$ cat config.mk
export PLATFORM = sky130hd
export DESIGN_NAME = des_cipher_uart_rx
export DESIGN_NICKNAME = d
export VERILOG_FILES = /design/src/rtl/des_cipher_uart_rx.sv
export SDC_FILE = /design/constraint.sdc
export NUM_CORES = 1
export LEC_CHECK = 0
export BUFFER_PORTS_ARGS = -buffer_cell sky130_fd_sc_hd__buf_2
export CORE_MARGIN = 1
export CORE_UTILIZATION = 40
export CTS_CLUSTER_DIAMETER = 40
export DETAILED_ROUTE_END_ITERATION = 12
export MAX_ROUTING_LAYER = met4
export PLACE_DENSITY = 0.67
export SETUP_SLACK_MARGIN = 0.5
export SLEW_MARGIN = 40
export SYNTH_ARGS = -nofsm -noshare
export SYNTH_HDL_FRONTEND = slang
export SYNTH_SLANG_ARGS = --single-unit
export TNS_END_PERCENT = 20
$ cat constraint.sdc
create_clock -name CLK -period 7.6 [get_ports CLK]
set_clock_uncertainty 0.05 [all_clocks]
set_input_delay 0.76 -clock CLK [delete_from_list [all_inputs] [get_ports CLK]]
set_output_delay 0.76 -clock CLK [all_outputs]
set_load 0.02 [all_outputs]
$ cat src/rtl/des_cipher_uart_rx.sv
// DES ciphertext RS232 receiver: 8N1 UART deserialiser plus 64-bit word
// assembler (least-significant byte first) with framing and inter-byte
// timeout reporting so the downstream checker can discard corrupted words.
module des_cipher_uart_rx #(
  parameter int CLKS_PER_BIT   = 434,
  parameter int FRAME_TIMEOUT  = 20000,
  parameter int BYTES_PER_WORD = 8
) (
  input  logic                        CLK,
  input  logic                        RST,
  input  logic                        RX,
  output logic [7:0]                  BYTE_DATA,
  output logic                        BYTE_VALID,
  output logic [8*BYTES_PER_WORD-1:0] WORD_DATA,
  output logic                        WORD_VALID,
  output logic [2:0]                  BYTE_IDX,
  output logic                        FRAMING_ERR,
  output logic                        TIMEOUT_ERR
);

  localparam int WW = 8 * BYTES_PER_WORD;
  localparam int CW = $clog2(CLKS_PER_BIT + 1);
  localparam int TW = $clog2(FRAME_TIMEOUT + 1);

  localparam logic [CW-1:0] HALF_END = CW'(CLKS_PER_BIT / 2 - 1);
  localparam logic [CW-1:0] BIT_END  = CW'(CLKS_PER_BIT - 1);
  localparam logic [TW-1:0] TO_END   = TW'(FRAME_TIMEOUT - 1);
  localparam logic [2:0]    LAST_IDX = 3'(BYTES_PER_WORD - 1);

  localparam logic [1:0] IDLE  = 2'd0;
  localparam logic [1:0] START = 2'd1;
  localparam logic [1:0] DATA  = 2'd2;
  localparam logic [1:0] STOP  = 2'd3;

  logic          rxMeta;
  logic          rxS;
  logic          rxPrev;
  logic [1:0]    state;
  logic [CW-1:0] clkCnt;
  logic [2:0]    bitIdx;
  logic [7:0]    shiftReg;
  logic [WW-1:0] partial;
  logic [WW-1:0] fullWord;
  logic [TW-1:0] toCnt;
  logic          stopTick;
  logic          byteOk;
  logic          frameBad;

  assign stopTick = (state == STOP) && (clkCnt == BIT_END);
  assign byteOk   = stopTick && rxS;
  assign frameBad = stopTick && !rxS;

  // Partial word with the byte currently leaving the stop bit dropped into its slot.
  always_comb begin
    fullWord = partial;
    fullWord[{BYTE_IDX, 3'b000} +: 8] = shiftReg;
  end

  // Two-flop synchroniser on RX plus a delayed copy for falling-edge detection.
  always_ff @(posedge CLK or posedge RST) begin
    if (RST) begin
      rxMeta <= 1'b1;
      rxS    <= 1'b1;
      rxPrev <= 1'b1;
    end else begin
      rxMeta <= RX;
      rxS    <= rxMeta;
      rxPrev <= rxS;
    end
  end

  // Bit-level FSM: find the start bit, mid-bit sample 8 data bits LSB first, check stop.
  always_ff @(posedge CLK or posedge RST) begin
    if (RST) begin
      state    <= IDLE;
      clkCnt   <= '0;
      bitIdx   <= '0;
      shiftReg <= '0;
    end else begin
      case (state)
        IDLE: begin
          clkCnt <= '0;
          bitIdx <= '0;
          // A line held low after a bad stop bit does not count; only a fresh edge does.
          if (rxPrev && !rxS) state <= START;
        end
        START: begin
          if (clkCnt == HALF_END) begin
            clkCnt <= '0;
            state  <= rxS ? IDLE : DATA;
          end else begin
            clkCnt <= clkCnt + 1'b1;
          end
        end
        DATA: begin
          if (clkCnt == BIT_END) begin
            clkCnt   <= '0;
            shiftReg <= {rxS, shiftReg[7:1]};
            bitIdx   <= bitIdx + 1'b1;
            if (bitIdx == 3'd7) state <= STOP;
          end else begin
            clkCnt <= clkCnt + 1'b1;
          end
        end
        default: begin
          if (clkCnt == BIT_END) begin
            clkCnt <= '0;
            state  <= IDLE;
          end else begin
            clkCnt <= clkCnt + 1'b1;
          end
        end
      endcase
    end
  end

  // Word assembly, error pulses and inter-byte timeout; an accepted byte beats a timeout.
  always_ff @(posedge CLK or posedge RST) begin
    if (RST) begin
      BYTE_DATA   <= '0;
      BYTE_VALID  <= 1'b0;
      WORD_DATA   <= '0;
      WORD_VALID  <= 1'b0;
      BYTE_IDX    <= '0;
      FRAMING_ERR <= 1'b0;
      TIMEOUT_ERR <= 1'b0;
      partial     <= '0;
      toCnt       <= '0;
    end else begin
      BYTE_VALID  <= 1'b0;
      WORD_VALID  <= 1'b0;
      FRAMING_ERR <= 1'b0;
      TIMEOUT_ERR <= 1'b0;
      if (byteOk) begin
        BYTE_DATA  <= shiftReg;
        BYTE_VALID <= 1'b1;
        toCnt      <= '0;
        if (BYTE_IDX == LAST_IDX) begin
          WORD_DATA  <= fullWord;
          WORD_VALID <= 1'b1;
          BYTE_IDX   <= '0;
          partial    <= '0;
        end else begin
          partial  <= fullWord;
          BYTE_IDX <= BYTE_IDX + 1'b1;
        end
      end else if (frameBad) begin
        FRAMING_ERR <= 1'b1;
        BYTE_IDX    <= '0;
        partial     <= '0;
        toCnt       <= '0;
      end else if (BYTE_IDX == 3'd0) begin
        toCnt <= '0;
      end else if (toCnt == TO_END) begin
        TIMEOUT_ERR <= 1'b1;
        BYTE_IDX    <= '0;
        partial     <= '0;
        toCnt       <= '0;
      end else begin
        toCnt <= toCnt + 1'b1;
      end
    end
  end

endmodule

# == After elaboration in Yosys (flattened, before gate mapping) ==
# Index checks and enable logic that the tools add are counted.
# classes
bitwise,0
mul,0
order_cmp,0
n_eq_ne,13
n_shift,2
n_reduce_logical,15
n_div,0
n_addsub,5
muxes,36
# ops
operator,n
$mux W64,5
$bwmux W64,1
$shift A8 B8 Y64 const A,1
$shiftx A8 B8 Y64,1
$mux W15,4
$mux W3,6
$mux W9,2
$pmux W9 S2,1
$add A15 B1 Y15 const B,1
$eq A15 B15 Y1 const B,1
$mux W2,6
$add A9 B1 Y9 const B,1
$eq A9 B8 Y1 const B,1
$eq A9 B9 Y1 const B,1
$mux W1,9
$ne A2 B2 Y1 const B,4
$neg A6 Y8,1
$reduce_and A2 Y1,4
$add A3 B1 Y3 const B,2
$eq A3 B3 Y1 const B,2
$pmux W2 S3,1
$pmux W3 S2,1
$reduce_bool A3 Y1,2
$reduce_and A5 Y1,1
other kinds (8),12
# totals
mem_bits_ro,0
n_memories,0
ff_bits,183
mem_bits_rw,0
in_bits,3
latchBits,0
elab_cells,87

# == Depth between registers and ports, before layout ==
# Gate-level depths: netlist of run 1.
# depth
depth_word,5
ltp_mapped,9
mapped_depth_nobuf,7

# == Worst setup path before layout of run 1 ==
# No wires, ideal clock.
# synth_timing
path_type,reg2reg
from,register BYTE_IDX[0]
to,register partial[32]
path_stages_with_launch,9
arrival_time_ns,2.528
slack_ns,4.901
path_cell_list,dfrtp_1 inv_1 ha_1 ha_1 inv_2 nor4_1 buf_1 o22ai_1 a22o_1
# synth_between
elab_chain_len,5
# synth_lines
item,line,text
"start, declared",16,"output logic [2:0] BYTE_IDX,"
"start signal, assigned",145,BYTE_IDX <= BYTE_IDX + 1'b1;
$neg A6 Y8,56,"fullWord[{BYTE_IDX, 3'b000} +: 8] = shiftReg;"
$shiftx A8 B8 Y64 or $shift A8 B8 Y64 (tied branches),56,
$bwmux W64,56,
$mux W64,138,if (BYTE_IDX == LAST_IDX) begin
$mux W64,134,if (byteOk) begin
"end signal, assigned",144,partial <= fullWord;
"end, declared",42,logic [WW-1:0] partial;
# Several ways; a longest one is shown, not always the timed one.
# A chain may end at the register's enable or synchronous reset.

# == Worst setup path after layout of run 1 ==
# layout_timing
from,register BYTE_IDX[0]
to,register partial[39]
# The elaborated chain is that of the path after synthesis.

==> results of run 1 <==
-- cells by family after synthesis --
| group | count (synthesis) | synth area share, % |
|---|---|---|
| compound gates | 201 | 17.3 |
| simple gates | 195 | 12.1 |
| flops | 183 | 57.2 |
| buf+inv | 97 | 4.86 |
| mux | 33 | 4.38 |
| xor+xnor | 18 | 1.97 |
| fa+ha+maj | 14 | 2.19 |
-- through the flow --
stage / hold slack, ps / setup WS (ps) / total power [mW] / util, %
5_1_grt: 316 / 4360 / 2.04 / 47.4
6_report: 311 / 4630 / 1.97 / 47.4
2_1_floorplan: 295 / 1820 / 1.06 / -
4_1_cts: 313 / 4640 / 1.98 / 47.4
3_3_place_gp: 297 / 4810 / 1.08 / 44.2
3_5_place_dp: 303 / 4690 / 1.08 / 44.2
-- cell type report --
cell class / instances / area share, %
multi-input cells: 461 / 33.1
well taps: 265 / 3.58
repair buffers: 85 / 4.77
flip-flops and latches: 183 / 49.5
clock inverters: 11 / 1.62
clock buffers: 20 / 4.94
inverters: 59 / 2.47
-- synthesized netlist by cell type, types with 11 or more instances --
cell type | count | area (um2)
a21oi_1 | 67 | 335
a22o_1 | 16 | 140
a22oi_1 | 50 | 375
buf_2 | 11 | 55.1
clkbuf_1 | 21 | 78.8
dfrtp_1 | 180 | 4500
ha_1 | 14 | 175
inv_1 | 58 | 218
mux2_2 | 16 | 180
mux2i_1 | 17 | 170
nand2_1 | 30 | 113
nand3_1 | 18 | 90.1
nor2_1 | 92 | 345
nor3_1 | 11 | 55.1
o22ai_1 | 49 | 307
xnor2_1 | 12 | 105
-- sequential cells by signal, summed over array words and instances (netlist names) --
register     cells
clkCnt           9
partial         64
rxS              1
BYTE_DATA        8
rxMeta           1
WORD_DATA       64
WORD_VALID       1
bitIdx           3
BYTE_IDX         3
shiftReg         8
BYTE_VALID       1
state            2
TIMEOUT_ERR      1
rxPrev           1
FRAMING_ERR      1
toCnt           15
-- worst max-delay path by stage --
stage	startpoint	end	slack (ps)	cells after the start
global placement	BYTE_IDX[0]	partial[34]	4810	8
global route	BYTE_IDX[0]	partial[39]	4360	8
detailed placement	BYTE_IDX[0]	partial[39]	4690	8
floorplan	RST	BYTE_DATA[0]	1820	1
CTS	BYTE_IDX[0]	partial[39]	4640	8
finish	BYTE_IDX[0]	partial[39]	4630	8
-- power by group through the flow --
stage / clock network, mW / logic [mW] / registers (mW)
after floorplan: 0 / 0.0503 / 1.01
after global placement: 0 / 0.0587 / 1.02
after detailed placement: 0 / 0.0586 / 1.02
after CTS: 0.926 / 0.0588 / 0.999
after global routing: 0.967 / 0.0664 / 1.00
final: 0.910 / 0.0573 / 0.999
-- metal layers --
| layer | GRT usage (%) | wire length [um] | up-vias |
|---|---|---|---|
| met4 | 7.22 | 328 | 0 |
| li1 | - | - | 2769 |
| met3 | 4.17 | 1010 | 23 |
| met2 | 30.4 | 9030 | 167 |
| met5 | - | 0 | - |
| met1 | 28.5 | 8930 | 2975 |
==> out/results.txt, run 1 <==
The number of enable flip-flop cells after synthesis works out to 0. Setup repair after global routing left no endpoint under its margin. The number of hold buffers added after CTS was 0. In the finished design, the share of the clock period the worst path needs comes to 39.1%. The final estimated routing congestion in global placement is 0.818. The run gives 0 as the number of max-cap violations. The number of cell instances on the worst register-to-register path was 8; the detailed router's first-iteration violation count was 395. Standby leakage power: 4.23 nW.

The worst-path cell with the longest stage delay is ha_1. The setup path with the least slack is of type flip-flop to flip-flop. Number of setup violations in the final report: 0. For this design the total switching power over the nets is 0.433 mW. For this design the top-level I/O count stands at 82. The top flip-flop cell by instance count after synthesis was dfrtp_1. For this run, the number of Yosys warnings is 0.

The critical path goes through inv_1 -> ha_1 -> ha_1 -> inv_2 -> nor4_2 -> buf_4 -> and2_0 -> a22o_1. The number of pins with negative max-slew slack in the final report is 0. Headroom to the max-slew limit: 47.2%. Counting flops with an async set or reset pin after synthesis yields a share of 100%.

After synthesis the netlist holds a flip-flop and latch count of 183. The count of input and output buffers was 81; the required time of the critical path was 7930 ps. Clock latency on the worst-skew pair, taken at its later pin, is 440 ps. The switching power share of the total was 22.0%.

The post-detailed-route DRC marker count was 0; the final net count was 824. The width of the chip came out at 143 um. TritonCTS built the clock tree.

Part of the total power dissipated in the clock network: 46.3%. The multi-input gate area in the final layout is 3060 um2. CTS built an H-tree with a depth of 4. Global routing finished with a remaining overflow of 0.

For the pin with the worst max-slew slack, the measured transition is 792 ps. Once detailed placement completed, the half-perimeter wirelength came to 12.3 mm. For the sequential cell area fraction in the yosys report, the log shows 57.2%.

In this design, the largest share of critical-path delay is due to adder cells. Leaving out fill and tap cells, the most frequent cell in the layout is dfrtp_1. After clock tree synthesis, the repair step resized 0 gates. The final critical path time including I/O delays and setup was 2970 ps; the remaining number of nets flagged by the antenna check after routing was 0. The floorplan has 51 rows. The logs give 1.53 mW for the cell-internal power and 31.4 mm for the wire length of the first global-routing pass. The number of failing hold endpoints at the final stage was 0. Sequential cells burn 50.8% of the power.

VDD sags by at most 0.000162 V. The number of global-route vias before repair is 5779, and the total routing resource utilization after global routing is 20.7%. Compared with the post-synthesis result, the final layout area differs by 15.6%. The critical path contains buffers and inverters numbering 3 combined. The maximum number of pins on one net before global-route repair came out at 101. Leaving out fill and tap cells, the most frequent cells in the layout are 180 x dfrtp_1, 92 x nor2_1, 81 x buf_2. The count of cell types in the netlist was 56. The first TritonRoute pass finished after 5 iterations. The share of cells above drive strength 1 was 19.7%. The count of mapped cells out of synthesis was 741; the total die area was 20600 um2. After detailed routing, the average wire length per cell comes to 17.8 um.

The count of cells in the finished layout, fillers not included, comes to 1084. The logs give 2.9% for the share of power burned in combinational logic and 9250 um2 for the post-route cell area. The class of the most critical hold timing path was flip-flop to flip-flop. The run gives 0 ps as the aggregate negative setup slack. The post-CTS setup buffer count is 0.

In this run the most critical hold path is launched from rxMeta. The worst register-to-register path has a setup slack of 4630 ps. The number of antenna diodes in the final layout is 0. The run gives 183 as the number of clock sinks seen by CTS. Post-synth net total: 758. The startpoint identified for the worst register-to-register timing path is BYTE_IDX[0]. Summing all placed instances gives a cell area of 8640 um2. Summing over every cut layer, the via total after detailed routing is 5934. The number of cells on the worst hold path works out to 0. Timing would allow up to 0.336 GHz. The initial utilization of the core area, before any placement, comes to 41.0%. The total area inside the core boundary comes to 19500 um2. The tools report the maximum number of buffers from clock root to sink as 2.

For this design the ratio of total power to cell area is 213 nW/um2. The flow ran to the end, and the final reports show no timing, DRC or antenna violations. The tools report the end of the worst register-to-register path as partial[39]. The worst setup path is captured at a flip-flop. For hold timing, the worst endpoint is rxS.

The number of antenna violations at the first check in global routing came out at 0. Clock-pin slew was measured on the worst setup and hold paths at 70 ps. Buffer cell driving the clock tree root: clkbuf_16. In this run the vertical extent of the chip is 143 um.

The cell that appears most often on the critical path is ha_1. The data arrival time at the worst-slack endpoint was 3300 ps; the per-cell via count in the routed design was 5.47. The largest single stage delay on the critical path is 550 ps.

The average instance in the mapped netlist occupies 10.8 um2. Number of instances in the placed design: 1053. Summed over all layers, the routed wires come to 19.3 mm. In the final layout, flip-flops and latches occupy 4580 um2. Summing every instance area after synthesis gives 8010 um2.

In this run, CTS created clock tree buffers numbering 17. For the number of filler cells placed in the layout, the log shows 1834. The launching element type of the critical path was a flip-flop.

Of all nets on the critical path, the largest fanout is 12.
Note: power is estimated with default switching activity, not from simulation.
==> run 2: changes to the inputs <==
PLACE_DENSITY = 0.69   (was 0.67)
clock period = 2.7 ns   (was 7.6 ns; I/O delays follow)
==> out/results.txt, run 2 (synthesis gave the netlist of run 1 again) <==
The class of the most critical hold timing path was flip-flop to flip-flop (unchanged). The final net count was 867 (was 824). Setup repair after global routing could not meet its margin everywhere. The part of the total power dissipated in the clock network is 46.7% (was 46.3%).

The tools report the initial core utilization as 41.0% (unchanged). The global routing's busiest layer was met2 (unchanged). The number of max-cap violations is 0 (unchanged), and the remaining number of nets flagged by the antenna check after routing is 0 (unchanged). The per-cell via count in the routed design is 5.47 (about the same), and the average wire per standard cell is 18.7 um (was 17.8 um). The width of the chip works out to 143 um (unchanged). Maximum cell stage delay along the critical path: 640 ps (was 550 ps).

Number of buffers added by the clock tree synthesis step: 17 (unchanged). Registers with the most flip-flops: WORD_DATA x64, partial x64, toCnt x15 (unchanged). Antenna cell count: 0 (unchanged).

The power density over the cells is 555 nW/um2 (was 213 nW/um2), and the overall power consumption is 5.62 mW (was 1.97 mW). The detailed router's first-iteration violation count was 442 (was 395). The run gives 2590 ps (was 3300 ps) as the data arrival time at the worst-slack endpoint. The run gives 19500 um2 (unchanged) as the core area.

Maximum level of the CTS H-tree: 4 (unchanged). For the multi-input gate area in the final layout, the log shows 3450 um2 (was 3060 um2). The required time of the critical path came out at 2930 ps (was 7930 ps).

The worst setup path category is flip-flop to flip-flop (unchanged). The vertical die dimension is 143 um (unchanged), and the maximum resistive drop on vdd is 0.000426 V (was 0.000162 V). The maximum net fanout on the critical path came out at 8 (was 12). The final estimated routing congestion in global placement is 0.816 (was 0.818). The endpoint kind of the worst setup timing path is a flip-flop (unchanged). For the number of filler cells placed in the layout, the log shows 1725 (was 1834).

The post-detailed-route DRC marker count came out at 0 (unchanged). Cell-by-cell listing of the critical path: or4b_4 -> or4_4 -> a22oi_4 -> buf_12 -> o22ai_1 (was inv_1 -> ha_1 -> ha_1 -> inv_2 -> nor4_2 -> buf_4 -> and2_0 -> a22o_1). Headroom to the max-slew limit: 44.4% (was 47.2%). The aggregate negative setup slack came out at 0 ps (unchanged). Share of cells above drive strength 1: 29.5% (was 19.7%). Worst-path cell with the longest stage delay: or4_4 (was ha_1). The tools report the number of pins with negative max-slew slack in the final report as 0 (unchanged). Most used cells in the layout excluding fill and tap cells: 179 x dfrtp_1, 92 x nor2_1, 81 x buf_2 (was 180 x dfrtp_1, 92 x nor2_1, 81 x buf_2). HPWL reported at the end of detailed placement: 12.6 mm (was 12.3 mm). The wire length of the first global-routing pass came out at 32.2 mm (was 31.4 mm). Total via count after detailed routing: 6170 (was 5934). The row count is 51 (unchanged), and the number of setup violations in the final report is 0 (unchanged).

Most frequent standard cell in the layout excluding fill and tap cells: dfrtp_1 (unchanged). TritonCTS built the clock tree. The critical register-to-register path startpoint was toCnt[8] (was BYTE_IDX[0]). The remaining global-route overflow was 0 (unchanged); the number of instances in the placed design was 1069 (was 1053).

Worst-case setup margin in the final layout: 345 ps (was 4630 ps). The flow ran to the end, and the final reports show no timing, DRC or antenna violations. The reported net switching power was 1.19 mW (was 0.433 mW). The maximum number of pins on one net before global-route repair was 70 (was 101); the wire length after detailed routing was 21.1 mm (was 19.3 mm). Number of global-route vias before repair: 5903 (was 5779). The instance area after placement was 8780 um2 (was 8640 um2). The tools report the buffer cell driving the clock tree root as clkbuf_16 (unchanged). The met3 track demand over resource in global routing is 4.83% (was 4.17%), and the post-route cell area is 10100 um2 (was 9250 um2).

The global-route track usage on met2 is 33.0% (was 30.4%). The hold slack is 307 ps (was 311 ps), and the pre-CTS worst setup slack is 167 ps (was 4690 ps). The signed area change from the synthesized netlist to the final layout came out at 26.5% (was 15.6%). The number of primary I/O pins was 82 (unchanged).

Total routing resource utilization after global routing: 21.4% (was 20.7%). The tools report the total die area as 20600 um2 (unchanged). The post-route clock period utilization is 87.2% (was 39.1%).

Transition at the pin with the smallest max-transition slack: 834 ps (was 792 ps). The first-pass detailed-route iteration total is 6 (was 5). The standby leakage power is 4.65 nW (was 4.23 nW). Number of antenna violations at the first check in global routing: 0 (unchanged).

The launch instance of the worst min-delay path was rxMeta (unchanged). The register clock-pin slew on the reported worst setup and hold paths works out to 70 ps (about the same). Count of input and output buffers: 81 (unchanged).

The logs give 430 ps (was 440 ps) for the source-to-sink clock delay at the later pin of the worst-skew pair and 3.3% (was 2.9%) for the share of power burned in combinational logic. Final critical path time including I/O delays and setup: 2360 ps (was 2970 ps). The logs give 4580 um2 (about the same) for the register area and 27.8% (was 28.5%) for the met1 track demand over resource.

Utilization after layout: 51.9% (was 47.4%). The tools report the maximum number of buffers from clock root to sink as 2 (unchanged). The cell-internal power came out at 4.43 mW (was 1.53 mW). The tools report the number of failing hold endpoints at the final stage as 0 (unchanged). For the final cell count without fillers, the log shows 1127 (was 1084). Launching element of the worst setup path: toCnt[8] (was BYTE_IDX[0]). The fraction of power consumed by sequential logic is 50.1% (was 50.8%).

The switching power share of the total works out to 21.1% (was 22.0%). The launching element type of the critical path is a flip-flop (unchanged). The number of clock sinks seen by CTS was 183 (unchanged); the maximum achievable frequency was 0.425 GHz (was 0.336 GHz).
run 2: changes by cell type in the layout (fill, tap and decap cells not counted), sizes merged:
cell | previous run | this run
buf | 84 | 124
clkinvlp | 2 | 3
clkinv | 6 | 2
dlygate4sd3 | 0 | 2
clkbuf | 21 | 26
inv | 59 | 58
run 2: cell type report:
type	count	area share, %
tap	265	3.27
sequential	183	45.3
timing repair buffer	128	8.97
clock inverter	7	1.14
clock buffer	24	5.05
inverter	59	2.22
multi-input combinational	461	34.1
run 2: power by group through the flow:
stage	sequential (mW)	combinational [mW]	clock, mW
after floorplan	2.84	0.142	0
after global placement	2.86	0.168	0
after detailed placement	2.86	0.172	0
after CTS	2.81	0.175	2.66
after global routing	2.82	0.215	2.76
final	2.81	0.183	2.62
run 2: path summary, 6_finish.rpt:
kind | end | slack [ps] | depth (start not counted)
max in group asynchronous | rxS | 1390 | 5
min | rxS | 310 | 0
max reg2reg | partial[12] | 340 | 5
min in group asynchronous | WORD_DATA[62] | 330 | 3
max | partial[12] | 340 | 5
min reg2reg | rxS | 310 | 0
run 2: critical path, delay by kind of cell (launching register included):
family                 cells  cell delay (ps)
and+or+nand+nor            2             1220
DFF                        1              430
AOI/OAI and AO/OA          2              340
buffers and inverters      1              160
run 2: repair_timing:
action	4_1_cts	5_1_grt
gates cloned	2	1
hold endpoints to repair	30	0
pin swaps	11	16
setup endpoints to repair	147	170
hold buffers	2	0
buffers inserted	18	3
resized for setup	30	57
run 2: metal layers:
layer,vias to the layer above,part of all wire (%)
li1,2847,-
met1,3115,44
met2,173,48
met3,35,5.6
met4,0,2.3
met5,-,0
==> run 3: changes to the inputs <==
ABC_AREA = 1   (was unset)
CORE_MARGIN = 5   (was 1)
==> out/results.txt, run 3 <==
The number of global-route vias before repair came out at 6661 (was 5903). The terminating pin of the worst hold path is rxS (unchanged). The core area was 20400 um2 (was 19500 um2).

The maximum cell stage delay along the critical path is 440 ps (was 640 ps), and the cell-internal power is 4.27 mW (was 4.43 mW). Registers with the most flip-flops: WORD_DATA x64, partial x64, toCnt x15 (unchanged). Count of input and output buffers: 81 (unchanged). For the sequential cell area fraction in the yosys report, the log shows 54.8% (was 57.2%). The per-cell via count in the routed design is 5.00 (was 5.47). Cell-by-cell listing of the critical path: inv_1 -> ha_2 -> ha_1 -> nor2_1 -> nand3_1 -> a21oi_1 -> nand2_1 -> nand2_1 (was or4b_4 -> or4_4 -> a22oi_4 -> buf_12 -> o22ai_1). The width of the chip came out at 155 um (was 143 um).

The worst-path cell with the longest stage delay was dfrtp_2 (was or4_4). The final cell count without fillers was 1403 (was 1127); the maximum number of buffers from clock root to sink was 2 (unchanged). The logs give 34.4 mm (was 32.2 mm) for the wire length of the first global-routing pass and 50.1% (about the same) for the fraction of power consumed by sequential logic. The post-synthesis average cell area came out at 7.98 um2 (was 10.8 um2). The share of cells above drive strength 1 was 14.3% (was 29.5%); the number of buffers added by the clock tree synthesis step was 17 (unchanged).

The run gives 183 (unchanged) as the number of clock sinks seen by CTS. The library cell with the highest instance count after synthesis was nand2_1 (was dfrtp_1). The tools report the antenna cell count as 0 (unchanged). The maximum level of the CTS H-tree was 4 (unchanged).

The number of setup violations in the final report was 0 (unchanged). The maximum number of pins on one net before global-route repair came out at 69 (was 70). The maximum net fanout on the critical path is 10 (was 8), and the setup slack of the most critical reg-to-reg path is 580 ps (was 340 ps).

Transition at the pin with the smallest max-transition slack: 775 ps (was 834 ps). The run gives 430 ps (about the same) as the source-to-sink clock delay at the later pin of the worst-skew pair. For the post-synth net total, the log shows 1065 (was 758). The run gives 5 (was 6) as the first-pass detailed-route iteration total.

The most frequent standard cell in the layout excluding fill and tap cells is nand2_1 (was dfrtp_1). The number of filler cells placed in the layout is 1963 (was 1725). Average wire per standard cell: 14.7 um (was 18.7 um). The share of the synthesized area in the top cell type is 53.9% (was 56.3%).

For the overall power consumption, the log shows 5.58 mW (was 5.62 mW). The number of max-cap violations is 0 (unchanged). The remaining number of nets flagged by the antenna check after routing was 0 (unchanged). The register clock-pin slew on the reported worst setup and hold paths came out at 70 ps (about the same). The number of enable flip-flop cells after synthesis was 0 (unchanged).

The tools report the initial core utilization as 40.9% (was 41.0%). The flip-flop and latch count after synthesis came out at 183 (unchanged). The endpoint kind of the worst setup timing path is a flip-flop (unchanged). The final estimated routing congestion in global placement is 0.827 (was 0.816), and the switching power share of the total is 23.5% (was 21.1%).

For the number of instances in the placed design, the log shows 1369 (was 1069). The total routing resource utilization after global routing was 18.2% (was 21.4%); the count of buffering cells on the critical path with inverters included was 1 (unchanged). The final critical path time including I/O delays and setup came out at 2120 ps (was 2360 ps). The end of the worst register-to-register path is WORD_DATA[8] (was partial[12]). The number of warnings printed during yosys synthesis is 0 (unchanged). By instance count, the cell type seen most on the critical path is nand2_1. Power density over the cells: 572 nW/um2 (was 555 nW/um2).

The run gives 648 (was 442) as the detailed router's first-iteration violation count. The launch instance of the worst min-delay path is rxMeta (unchanged). The run finished with clean final reports.

The final net count was 1137 (was 867). The maximum achievable frequency was 0.473 GHz (was 0.425 GHz); the reported net switching power was 1.31 mW (was 1.19 mW). For the required time of the critical path, the log shows 3020 ps (was 2930 ps). The utilization after layout was 47.8% (was 51.9%); the async set or reset register ratio after synthesis was 100% (unchanged). TritonCTS built the clock tree. The data arrival time at the worst-slack endpoint is 2440 ps (was 2590 ps), and the number of primary I/O pins is 82 (unchanged).

The cell type group with the largest total delay on the critical path is simple AND/OR/NAND/NOR gates (unchanged). The headroom to the max-slew limit was 48.3% (was 44.4%); the wire length after detailed routing was 20.6 mm (was 21.1 mm). The number of cell instances on the worst register-to-register path is 8 (was 5), and the count of mapped cells out of synthesis is 1048 (was 741). The post-CTS setup buffer count was 0 (was 18). The tools report the HPWL reported at the end of detailed placement as 13.7 mm (was 12.6 mm). The number of cells on the worst hold path came out at 0 (unchanged).

The part of the total power dissipated in the clock network is 45.2% (was 46.7%). The post-synthesis cell type with the largest combined area is dfrtp_1 (unchanged). The standby leakage power came out at 5.22 nW (was 4.65 nW).

Class of the most critical hold timing path: flip-flop to flip-flop (unchanged). For the aggregate negative setup slack, the log shows 0 ps (unchanged). The row count is 52 (was 51), and the number of antenna violations at the first check in global routing is 0 (unchanged). The tools report the remaining global-route overflow as 0 (unchanged). Leading post-synthesis cells by instance count: 459 x nand2_1, 180 x dfrtp_1, 100 x nand3_1 (was 180 x dfrtp_1, 92 x nor2_1, 67 x a21oi_1). The share of power burned in combinational logic was 4.6% (was 3.3%); the total die area was 23900 um2 (was 20600 um2). Most used cells in the layout excluding fill and tap cells: 454 x nand2_1, 179 x dfrtp_1, 97 x nand3_1 (was 179 x dfrtp_1, 92 x nor2_1, 81 x buf_2).

The tools report the maximum resistive drop on vdd as 0.000367 V (was 0.000426 V). The run gives 0 (unchanged) as the number of pins with negative max-slew slack in the final report. The top flip-flop cell by instance count after synthesis was dfrtp_1 (unchanged). Setup repair after global routing could not meet its margin everywhere.

The post-detailed-route DRC marker count is 0 (unchanged). The buffer cell driving the clock tree root was clkbuf_16 (unchanged). The number of failing hold endpoints at the final stage came out at 0 (unchanged). The count of cell types in the netlist was 24 (was 56). The tools report the critical register-to-register path startpoint as BYTE_IDX[1] (was toCnt[8]). The total via count after detailed routing was 7012 (was 6170); the signed area change from the synthesized netlist to the final layout was 16.7% (was 26.5%).

The worst setup path category was flip-flop to flip-flop (unchanged). The vertical die dimension came out at 155 um (was 143 um). Top post-synthesis cells by area: dfrtp_1 54%, nand2_1 21%, nand3_1 6.0% (was dfrtp_1 56%, a22oi_1 4.7%, nor2_1 4.3%).

The post-route clock period utilization came out at 78.4% (was 87.2%). The tools report the launching element type of the critical path as a flip-flop (unchanged). For the area of the mapped netlist, the log shows 8360 um2 (was 8010 um2).
run 3: changes by cell type in the layout (fill, tap and decap cells not counted), moves of 17 or more:
cell / change
a21oi_1: -49
buf_4: -21
o22ai_2: -20
mux2i_1: -17
o22ai_1: -25
o21ai_1: +29
nand2_1: +432
nor2_1: -18
a22oi_1: -48
o21ai_0: +38
nand3_1: +85
run 3: cell families after synthesis:
group           synth area share, %
simple gates                   31.2
flops                          54.8
buf+inv                        5.46
compound gates                 5.76
fa+ha+maj                      2.09
xor+xnor                      0.628
run 3: final cells by class:
cell class              count  area (um2)  share of cell area [%]
flip-flops and latches    183        4580                    47.0
clock inverters            13         144                    1.47
inverters                  51         201                    2.06
repair buffers            102         656                    6.72
well taps                 270         338                    3.46
clock buffers              19         453                    4.64
multi-input cells         765        3380                    34.7
run 3: timing repair:
| action | CTS | global route |
|---|---|---|
| hold buffers | 2 | 0 |
| endpoints found under the setup margin | 97 | 138 |
| gates resized for setup | 9 | 26 |
| hold endpoints to repair | 15 | 0 |
run 3: per-layer routing:
| metal | track usage (%) | wire length [um] | part of all wire (%) |
|---|---|---|---|
| met5 | - | 0 | 0 |
| met4 | 6.01 | 371 | 1.8 |
| met3 | 3.80 | 1080 | 5.2 |
| met2 | 27.1 | 9350 | 45 |
| met1 | 25.1 | 9830 | 48 |
run 3: power by group through the flow:
stage	Clock, mW	Sequential, mW	Combinational [mW]
CTS	2.58	2.80	0.267
floorplan	0	2.84	0.193
global placement	0	2.85	0.253
detailed placement	0	2.85	0.260
finish	2.53	2.80	0.259
global route	2.68	2.80	0.312
run 3: metrics by stage:
step           worst slack (ps)  cell area (um2)  hold WS [ps]
6_report                    584             9760           307
5_1_grt                     439             9760           309
4_1_cts                     364             9720           308
3_5_place_dp                371             9080           272
3_3_place_gp                437             9080           269
2_1_floorplan              31.9             8370           224
run 3: worst register-to-register path: stages, from the launching register on:
cell and delay (ps):
dfrtp_2 440, inv_1 80, ha_2 190, ha_1 290
nor2_1 370, nand3_1 210, a21oi_1 270, nand2_1 90
nand2_1 60
run 3: worst max-delay path by stage:
stage / end / startpoint / slack (ps) / depth (start not counted)
floorplan: BYTE_DATA[0] / RST / 30 / 1
global placement: WORD_DATA[62] / BYTE_IDX[1] / 440 / 8
detailed placement: WORD_DATA[56] / BYTE_IDX[1] / 370 / 8
CTS: partial[46] / BYTE_IDX[1] / 360 / 8
global route: partial[40] / BYTE_IDX[1] / 440 / 8
finish: WORD_DATA[8] / BYTE_IDX[1] / 580 / 8
